## src/rtl/cr16_alu_ctrl_if.sv

```systemverilog
// Instruction handshake, register-file and ALU bus between the CR16 sequencer and its datapath.
// The slave modport is the controller; the master modport is the instruction source plus datapath.
interface cr16_alu_ctrl_if #(
    parameter int unsigned DATA_WIDTH     = 16,
    parameter int unsigned REG_ADDR_WIDTH = 4,
    parameter int unsigned FLAG_WIDTH     = 5
);
    localparam int unsigned INSTR_WIDTH = 16;
    localparam int unsigned OPC_WIDTH   = 4;

    logic                      I_instr_valid;
    logic                      O_instr_ready;
    logic [INSTR_WIDTH-1:0]    I_instr;
    logic [REG_ADDR_WIDTH-1:0] O_rf_raddr_a;
    logic [REG_ADDR_WIDTH-1:0] O_rf_raddr_b;
    logic [DATA_WIDTH-1:0]     I_rf_rdata_a;
    logic [DATA_WIDTH-1:0]     I_rf_rdata_b;
    logic                      O_rf_we;
    logic [REG_ADDR_WIDTH-1:0] O_rf_waddr;
    logic [DATA_WIDTH-1:0]     O_rf_wdata;
    logic [DATA_WIDTH-1:0]     O_alu_op1;
    logic [DATA_WIDTH-1:0]     O_alu_op2;
    logic [OPC_WIDTH-1:0]      O_alu_opcode;
    logic [DATA_WIDTH-1:0]     I_alu_dest;
    logic [FLAG_WIDTH-1:0]     I_alu_flags;

    modport slave (
        input  I_instr_valid, I_instr, I_rf_rdata_a, I_rf_rdata_b, I_alu_dest, I_alu_flags,
        output O_instr_ready, O_rf_raddr_a, O_rf_raddr_b, O_rf_we, O_rf_waddr, O_rf_wdata,
               O_alu_op1, O_alu_op2, O_alu_opcode
    );

    modport master (
        output I_instr_valid, I_instr, I_rf_rdata_a, I_rf_rdata_b, I_alu_dest, I_alu_flags,
        input  O_instr_ready, O_rf_raddr_a, O_rf_raddr_b, O_rf_we, O_rf_waddr, O_rf_wdata,
               O_alu_op1, O_alu_op2, O_alu_opcode
    );
endinterface

```

## src/rtl/cr16_alu_ctrl.sv

```systemverilog
// CR16 ALU sequencer: IDLE -> READ -> EXEC -> WB, one instruction in flight at a time.
// Optional retired-instruction counter enabled by defining CR16_ALU_CTRL_STATS_EN.
module cr16_alu_ctrl #(
    parameter int unsigned DATA_WIDTH     = 16,
    parameter int unsigned REG_ADDR_WIDTH = 4,
    parameter int unsigned FLAG_WIDTH     = 5,
    parameter logic [3:0]  CMP_OPEXT      = 4'b1011
) (
    input  logic                  I_CLK,
    input  logic                  I_RESET,
    cr16_alu_ctrl_if.slave        bus,
    output logic [FLAG_WIDTH-1:0] O_psr_flags,
    output logic                  O_busy
`ifdef CR16_ALU_CTRL_STATS_EN
    ,
    output logic [15:0]           O_retired_count
`endif
);
    localparam int unsigned INSTR_WIDTH = 16;
    localparam int unsigned OPC_WIDTH   = 4;
    localparam int unsigned IMM_WIDTH   = 8;

    typedef enum logic [1:0] {S_IDLE, S_READ, S_EXEC, S_WB} state_t;

    state_t                    r_state;
    state_t                    w_state_next;
    logic [INSTR_WIDTH-1:0]    r_instr;
    logic [REG_ADDR_WIDTH-1:0] r_raddr_a;
    logic [REG_ADDR_WIDTH-1:0] r_raddr_b;
    logic [OPC_WIDTH-1:0]      r_opcode;
    logic [DATA_WIDTH-1:0]     r_op1;
    logic [DATA_WIDTH-1:0]     r_op2;
    logic [DATA_WIDTH-1:0]     r_result;
    logic [FLAG_WIDTH-1:0]     r_flags;
    logic [REG_ADDR_WIDTH-1:0] r_waddr;
    logic [FLAG_WIDTH-1:0]     r_psr;

    logic                      w_handshake;
    logic                      w_in_reg_form;
    logic [OPC_WIDTH-1:0]      w_in_opcode;
    logic                      w_reg_form;
    logic                      w_is_cmp;
    logic [DATA_WIDTH-1:0]     w_imm;
    logic [DATA_WIDTH-1:0]     w_op2;

    // Decode of the incoming word (for handshake-time loads) and of the latched word
    assign w_handshake   = bus.I_instr_valid && (r_state == S_IDLE);
    assign w_in_reg_form = (bus.I_instr[15:12] == 4'b0000);
    assign w_in_opcode   = w_in_reg_form ? bus.I_instr[7:4] : bus.I_instr[15:12];
    assign w_reg_form    = (r_instr[15:12] == 4'b0000);
    assign w_is_cmp      = w_reg_form && (r_instr[7:4] == CMP_OPEXT);
    assign w_imm         = {{(DATA_WIDTH-IMM_WIDTH){r_instr[IMM_WIDTH-1]}}, r_instr[IMM_WIDTH-1:0]};
    assign w_op2         = w_reg_form ? bus.I_rf_rdata_b : w_imm;

    always_ff @(posedge I_CLK) begin
        if (I_RESET) r_state <= S_IDLE;
        else         r_state <= w_state_next;
    end

    always_comb begin
        w_state_next = r_state;
        unique case (r_state)
            S_IDLE:  if (w_handshake) w_state_next = S_READ;
            S_READ:  w_state_next = S_EXEC;
            S_EXEC:  w_state_next = S_WB;
            S_WB:    w_state_next = S_IDLE;
            default: w_state_next = S_IDLE;
        endcase
    end

    // ALU operands pass the read data through during EXEC and hold it afterwards
    always_comb begin
        bus.O_instr_ready = (r_state == S_IDLE);
        O_busy            = (r_state != S_IDLE);
        bus.O_rf_we       = (r_state == S_WB) && !w_is_cmp && !I_RESET;
        bus.O_alu_op1     = r_op1;
        bus.O_alu_op2     = r_op2;
        if (r_state == S_EXEC) begin
            bus.O_alu_op1 = bus.I_rf_rdata_a;
            bus.O_alu_op2 = w_op2;
        end
    end

    assign bus.O_rf_raddr_a = r_raddr_a;
    assign bus.O_rf_raddr_b = r_raddr_b;
    assign bus.O_alu_opcode = r_opcode;
    assign bus.O_rf_waddr   = r_waddr;
    assign bus.O_rf_wdata   = r_result;
    assign O_psr_flags      = r_psr;

    always_ff @(posedge I_CLK) begin
        if (I_RESET) begin
            r_instr   <= '0;
            r_raddr_a <= '0;
            r_raddr_b <= '0;
            r_opcode  <= '0;
            r_op1     <= '0;
            r_op2     <= '0;
            r_result  <= '0;
            r_flags   <= '0;
            r_waddr   <= '0;
            r_psr     <= '0;
        end else begin
            unique case (r_state)
                S_IDLE: begin
                    if (w_handshake) begin
                        r_instr   <= bus.I_instr;
                        r_raddr_a <= bus.I_instr[11:8];
                        r_raddr_b <= bus.I_instr[3:0];
                        r_opcode  <= w_in_opcode;
                    end
                end
                S_EXEC: begin
                    r_op1    <= bus.I_rf_rdata_a;
                    r_op2    <= w_op2;
                    r_result <= bus.I_alu_dest;
                    r_flags  <= bus.I_alu_flags;
                    r_waddr  <= r_instr[11:8];
                end
                S_WB:    r_psr <= r_flags;
                default: ;
            endcase
        end
    end

`ifdef CR16_ALU_CTRL_STATS_EN
    logic [15:0] r_retired;

    // Counts every completed WB, compares included; wraps naturally
    always_ff @(posedge I_CLK) begin
        if (I_RESET)               r_retired <= '0;
        else if (r_state == S_WB)  r_retired <= r_retired + 16'd1;
    end

    assign O_retired_count = r_retired;
`endif
endmodule

```

## src/flat_wrapper.sv

```systemverilog
// flat-port wrapper written by rule: the top's interface ports become plain ports
module cr16_alu_ctrl_flat 
#(
    parameter int unsigned DATA_WIDTH     = 16,
    parameter int unsigned REG_ADDR_WIDTH = 4,
    parameter int unsigned FLAG_WIDTH     = 5,
    parameter logic [3:0]  CMP_OPEXT      = 4'b1011
)
  (I_CLK, I_RESET, O_psr_flags, O_busy, bus_I_instr_valid, bus_I_instr, bus_I_rf_rdata_a, bus_I_rf_rdata_b, bus_I_alu_dest, bus_I_alu_flags, bus_O_instr_ready, bus_O_rf_raddr_a, bus_O_rf_raddr_b, bus_O_rf_we, bus_O_rf_waddr, bus_O_rf_wdata, bus_O_alu_op1, bus_O_alu_op2, bus_O_alu_opcode);
  cr16_alu_ctrl_if #(.DATA_WIDTH(DATA_WIDTH), .REG_ADDR_WIDTH(REG_ADDR_WIDTH), .FLAG_WIDTH(FLAG_WIDTH)) bus_i ();
  input  logic I_CLK;
  input  logic I_RESET;
  output logic [FLAG_WIDTH-1:0] O_psr_flags;
  output logic O_busy;
  input wire logic [$bits(bus_i.I_instr_valid)-1:0] bus_I_instr_valid;
  input wire logic [$bits(bus_i.I_instr)-1:0] bus_I_instr;
  input wire logic [$bits(bus_i.I_rf_rdata_a)-1:0] bus_I_rf_rdata_a;
  input wire logic [$bits(bus_i.I_rf_rdata_b)-1:0] bus_I_rf_rdata_b;
  input wire logic [$bits(bus_i.I_alu_dest)-1:0] bus_I_alu_dest;
  input wire logic [$bits(bus_i.I_alu_flags)-1:0] bus_I_alu_flags;
  output wire logic [$bits(bus_i.O_instr_ready)-1:0] bus_O_instr_ready;
  output wire logic [$bits(bus_i.O_rf_raddr_a)-1:0] bus_O_rf_raddr_a;
  output wire logic [$bits(bus_i.O_rf_raddr_b)-1:0] bus_O_rf_raddr_b;
  output wire logic [$bits(bus_i.O_rf_we)-1:0] bus_O_rf_we;
  output wire logic [$bits(bus_i.O_rf_waddr)-1:0] bus_O_rf_waddr;
  output wire logic [$bits(bus_i.O_rf_wdata)-1:0] bus_O_rf_wdata;
  output wire logic [$bits(bus_i.O_alu_op1)-1:0] bus_O_alu_op1;
  output wire logic [$bits(bus_i.O_alu_op2)-1:0] bus_O_alu_op2;
  output wire logic [$bits(bus_i.O_alu_opcode)-1:0] bus_O_alu_opcode;
  assign bus_i.I_instr_valid = bus_I_instr_valid;
  assign bus_i.I_instr = bus_I_instr;
  assign bus_i.I_rf_rdata_a = bus_I_rf_rdata_a;
  assign bus_i.I_rf_rdata_b = bus_I_rf_rdata_b;
  assign bus_i.I_alu_dest = bus_I_alu_dest;
  assign bus_i.I_alu_flags = bus_I_alu_flags;
  assign bus_O_instr_ready = bus_i.O_instr_ready;
  assign bus_O_rf_raddr_a = bus_i.O_rf_raddr_a;
  assign bus_O_rf_raddr_b = bus_i.O_rf_raddr_b;
  assign bus_O_rf_we = bus_i.O_rf_we;
  assign bus_O_rf_waddr = bus_i.O_rf_waddr;
  assign bus_O_rf_wdata = bus_i.O_rf_wdata;
  assign bus_O_alu_op1 = bus_i.O_alu_op1;
  assign bus_O_alu_op2 = bus_i.O_alu_op2;
  assign bus_O_alu_opcode = bus_i.O_alu_opcode;
  cr16_alu_ctrl #(.DATA_WIDTH(DATA_WIDTH), .REG_ADDR_WIDTH(REG_ADDR_WIDTH), .FLAG_WIDTH(FLAG_WIDTH), .CMP_OPEXT(CMP_OPEXT)) u_core (.I_CLK(I_CLK), .I_RESET(I_RESET), .bus(bus_i), .O_psr_flags(O_psr_flags), .O_busy(O_busy));
endmodule
```

## config.mk

```make
export PLATFORM = sky130hd
export DESIGN_NAME = cr16_alu_ctrl_flat
export DESIGN_NICKNAME = d
export VERILOG_FILES = /design/src/rtl/cr16_alu_ctrl_if.sv /design/src/rtl/cr16_alu_ctrl.sv /design/src/flat_wrapper.sv
export SDC_FILE = /design/constraint.sdc
export NUM_CORES = 1
export LEC_CHECK = 0
export ABC_CLOCK_PERIOD_IN_PS = 2400
export CAP_MARGIN = 20
export CORE_ASPECT_RATIO = 1.2
export CORE_MARGIN = 10
export CORE_UTILIZATION = 40
export CTS_CLUSTER_SIZE = 16
export DETAILED_ROUTE_END_ITERATION = 16
export PLACE_DENSITY = 0.83
export SYNTH_ARGS = -nofsm -noshare
export SYNTH_HDL_FRONTEND = slang
export SYNTH_SLANG_ARGS = --single-unit
```

## constraint.sdc

```tcl
create_clock -name I_CLK -period 2.4 [get_ports I_CLK]
set_clock_uncertainty 0.05 [all_clocks]
set_input_delay 0.48 -clock I_CLK [delete_from_list [all_inputs] [get_ports I_CLK]]
set_output_delay 0.48 -clock I_CLK [all_outputs]
set_load 0.01 [all_outputs]
```

# Word-level counts from Yosys, hierarchy flattened
# Cells that the tools add are included.
# classes
eq_ne,5
muxes,6
n_reduce_logical,11
# op_table
operator,count
16-bit 2-to-1 mux,3
4-bit zero test,2
2-bit case mux with 4 select lines,1
2-bit == test (second input constant),2
4-bit == test (second input constant),1
1-bit logical AND,4
4-bit 2-to-1 mux,1
2-bit by 1-bit == test with 1-bit output (second input constant),1
1-bit zero test,2
2-bit zero test,1
2-bit 2-to-1 mux,1
2-bit by 1-bit != test with 1-bit output (second input constant),1
2-bit AND reduction,1
2-bit nonzero test,1
# word_totals
ff_bits,92
output_inout_bits,72
elab_cells,33

# Logic depth before layout (Yosys ltp)
# logic_depth
word_depth,5
ltp_mapped,7
depth_no_buf,5

# Worst setup path before layout
# OpenSTA, ideal clock, no wires.
# synth_path
path_kind,reg-to-output
from,register u_core.r_state[0]
to,output port bus_O_alu_op2[10]
arrival_time_ns,1.446
t_required_ns,1.870
slack_ns,0.424
path_stages_with_launch,8
path_buffers,2
cell_sequence,dfxtp_1 -> inv_1 -> ha_1 -> buf_4 -> buf_2 -> clkinv_1 -> a211oi_1 -> nor2_1
# synth_via
elab_chain_cells,2
# synth_lines
item,line_no,source
from (decl),cr16_alu_ctrl.sv:25,state_t r_state;
from (signal assigned),cr16_alu_ctrl.sv:57,else r_state <= w_state_next;
2-bit == test,cr16_alu_ctrl.sv:78,if (r_state == S_EXEC) begin
16-bit 2-to-1 mux,--,
to (decl),flat_wrapper.sv:28,output wire logic [$bits(bus_i.O_alu_op2)-1:0] bus_O_alu_op2;
# Every way passes these cells.

# Worst setup path in the final report
# layout_path
from,register u_core.r_instr[12]
to,output port bus_O_alu_op2[14]
# layout_via
elab_chain_cells,3
# layout_lines
item,line_no,source
from (decl),cr16_alu_ctrl.sv:27,logic [INSTR_WIDTH-1:0] r_instr;
from (signal assigned),cr16_alu_ctrl.sv:107,r_instr <= bus.I_instr;
4-bit zero test,cr16_alu_ctrl.sv:50,assign w_reg_form = (r_instr[15:12] == 4'b0000);
16-bit 2-to-1 mux,cr16_alu_ctrl.sv:53,assign w_op2 = w_reg_form ? bus.I_rf_rdata_b : w_imm;
16-bit 2-to-1 mux,--,
# Every way passes these cells.

==> metrics.md <==
| Metric | Value |
|---|---|
| Final min period | `2460 ps` |
| Die H | `120 um` |
| Dpl hpwl | `7230 um` |
| Largest net degree at the start of global routing | `85` |
| RSZ-0062 raised after global routing | `yes` |
| Crit Path Category | `flop to output port` |
| Antenna cells | `0` |
| Max H-tree Level | `3` |
| Total of max-cap violations | `0` |
| P_leak | `2.16 nW` |
| Post-synth cell types | `29` |
| Post-Syn Area per Cell | `9.24 um^2` |
| Post-layout net count | `601` |
| Starting Density | `0.410` |
| Comb pwr share | `0.498` |
| Total track usage | `0.161` |
| Via count | `3,180` |
| Yosys warnings | `0` |
| Vias in the first global route | `3,125` |
| Die X | `103 um` |
| Worst r2r dst | `u_core.r_op2[12]$_SDFF_PP0_` |
| Worst-Margin Slew | `861 ps` |
| Post-synth EDFFs | `0` |
| Std-Cell Core Area | `8150 um^2` |
| Clock power frac | `0.177` |
| Total die area | `12,400 um^2` |
| Post-detailed-routing wire length | `10,800 um` |
| Buffers on Ports | `143` |
| Routed wire per std cell | `16.7 um` |
| CP Launch Type | `flop` |
| Clk_lat worst skew | `340 ps` |
| Share of the synthesized area in the top cell type | `0.503` |
| Cell with the most instances after synthesis | `dfxtp_1` |
| Row count | `36` |
| Area grow syn2layout | `60.2%` |
| Root buf cell | `clkbuf_8` |
| Routed vias/inst | `4.94` |
| First-pass GRT wire length | `16,100 um` |
| Post-synth top cells | `dfxtp_1, nor2_1, nand2_1` |
| Max Root-Sink Buffers | `2` |
| Setup violators final | `3` |
| Layout cells sized above 1 | `0.191` |
| Post-synthesis register bit count | `84` |
| Hold WC Path Type | `flop to flop` |
| ANT nets after route | `0` |
| Psw | `0.00206 W` |
| Reg power frac | `0.324` |
| Post-DP Area | `4840 um^2` |
| Syn Inst Count | `362` |
| Worst-path clk slew | `90 ps` |
| Status | `complete, but fails checks` |
| DRC Markers | `0` |
| Max-slew violation count | `0` |
| Critical Path Fanout Max | `7` |
| Tcrit/Tclk final | `1.02` |
| Post-route setup TNS | `-110 ps` |
| Flop2flop setup slack | `50 ps` |
| TritonCTS Buffers | `9` |
| Element type at the critical path end | `output port` |
| Min-Delay Path Depth | `2` |
| CP Data Arrival Time | `1930 ps` |
| DR pass1 iterations | `4` |
| Violated checks | `setup timing` |
| Synth top area cells | `dfxtp_1, mux2i_1, nor2_1` |
| CTS tree | `yes` |
| Worst R2R Path Depth | `13` |
| Worst path required time | `1870 ps` |
| Initial antenna violation count | `0` |
| Share of synthesized registers carrying an async set or reset | `0` |
| Hold Buf Count CTS | `0` |
| Pre-CTS setup slack | `5.80 ps` |
| Syn Std Cell Area | `3340 um^2` |
| DRT iter0 DRCs | `113` |
| CTS Sinks | `84` |
| Most common flop cell mapped by yosys | `dfxtp_1` |
| GRT overflow | `0` |
| Design Power | `0.00580 W` |
| PD cells | `1080 nW/um^2` |
| Finished Cell Area | `5360 um^2` |
| Fmax | `407 MHz` |
| Final hold vios | `0` |
| RePlAce Congestion | `0.797` |
| Sw frac | `0.356` |
| Peak VDD IR | `0.505 mV` |
| Fill cell count | `638` |
| Relative slew slack | `0.426` |
| Final setup margin | `-59.6 ps` |
| Register area share after synthesis | `0.503` |
| Syn nets | `437` |
| # IOs | `144` |
| WHS Endpoint | `u_core.r_instr[6]$_SDFFE_PP0P_` |
| P_int | `0.00373 W` |
| R2r startpoint | `u_core.r_instr[12]$_SDFFE_PP0P_` |
| Min-delay src | `u_core.r_instr[6]$_SDFFE_PP0P_` |
| Synth area leader | `dfxtp_1` |
[worst max path at each step]
stage | startpoint | endpoint | slack, ps | cells past startpoint
6_report | u_core.r_instr[12]$_SDFFE_PP0P_ | bus_O_alu_op2[14] | -60 | 6
3_3_place_gp | u_core.r_instr[12]$_SDFFE_PP0P_ | bus_O_alu_op2[8] | 90 | 4
5_1_grt | u_core.r_instr[12]$_SDFFE_PP0P_ | bus_O_alu_op2[11] | -130 | 6
4_1_cts | u_core.r_state[0]$_SDFFE_PP0P_ | bus_O_alu_op2[15] | -150 | 6
2_1_floorplan | u_core.r_state[0]$_SDFFE_PP0P_ | bus_O_alu_op2[10] | 420 | 7
3_5_place_dp | u_core.r_instr[12]$_SDFFE_PP0P_ | bus_O_alu_op2[8] | 6 | 4
[power by group through the flow]
stage / clock, W / sequential, W / combinational [W]
finish: 0.00103 / 0.00188 / 0.00289
global route: 0.00111 / 0.00191 / 0.00313
CTS: 0.00105 / 0.00187 / 0.00274
detailed placement: 0 / 0.00189 / 0.00265
global placement: 0 / 0.00187 / 0.00260
floorplan: 0 / 0.00189 / 0.00141
[sequential cells by signal (all words and copies together), names as in the netlist]
name and flops:
u_core.O_psr_flags 5, u_core.bus.O_alu_opcode 4, u_core.bus.O_rf_raddr_a 3, u_core.bus.O_rf_waddr 4, u_core.bus.O_rf_wdata 16, u_core.r_flags 5
u_core.r_instr 13, u_core.r_op1 16, u_core.r_op2 16, u_core.r_state 2
[stage by stage]
step                 util  instances  hold slack (ps)
floorplan               -        362              394
detailed placement  0.593        596              414
global route        0.657        644              442
global placement    0.593        596              410
CTS                 0.646        634              426
finish              0.657        644              422
[timing repair]
item                                    4_1_cts  5_1_grt
buffers inserted                             20       10
gates resized for setup                      58       24
pin swaps                                    13        4
gates cloned                                  3        0
endpoints found under the setup margin       33       32
[critical path, cell delays in order (launching register included)]
cell and delay [ps]:
dfxtp_4 380, nor4_4 360, buf_6 180, buf_4 110
a211oi_2 80, nor2_1 170, clkdlybuf4s15_1 290
[cell families (layout without fill, tap and decap cells)]
logic type,Yosys count,after routing,synth area share
flip-flops,84,84,0.503
multiplexers,46,46,0.144
AO/OA/AOI/OAI,47,48,0.0946
buffers and inverters,37,204,0.0569
adder cells (fa/ha/maj),3,3,0.0112
AND/OR/NAND/NOR,145,145,0.191
[cell type report]
cell class / instances / area, um^2 / share of cell area
tap: 114 / 143 / 0.0266
sequential: 84 / 1690 / 0.316
clock buffer: 12 / 155 / 0.0290
timing repair buffer: 185 / 1740 / 0.324
multi-input combinational: 242 / 1570 / 0.293
inverter: 4 / 17.5 / 0.00327
clock inverter: 3 / 46.3 / 0.00864
[metal layers]
metal | global-route usage | wire (um) | up-vias
met1 | 0.174 | 4040 | 1451
met5 | 0 | 0 | -
met3 | 0.0792 | 1270 | 33
li1 | - | - | 1553
met2 | 0.265 | 5090 | 143
met4 | 0.0566 | 356 | 0
[layout by cell type (no fill, tap or decap), types with 4 or more instances in the layout]
cell / netlist / layout
nor2b_1: 16 / 16
dlygate4sd2_1: 0 / 21
clkdlybuf4s50_1: 0 / 109
a311oi_1: 7 / 7
buf_6: 1 / 4
clkbuf_8: 0 / 11
buf_4: 10 / 36
a211oi_1: 13 / 5
a211oi_2: 1 / 6
nor2_1: 62 / 61
nand2_1: 47 / 46
mux2i_1: 30 / 30
nor3_1: 13 / 13
a21oi_1: 17 / 17
mux2_2: 16 / 16
dfxtp_1: 84 / 80
clkbuf_2: 0 / 6
a31oi_1: 7 / 7
(Power assumes the default switching activity.)
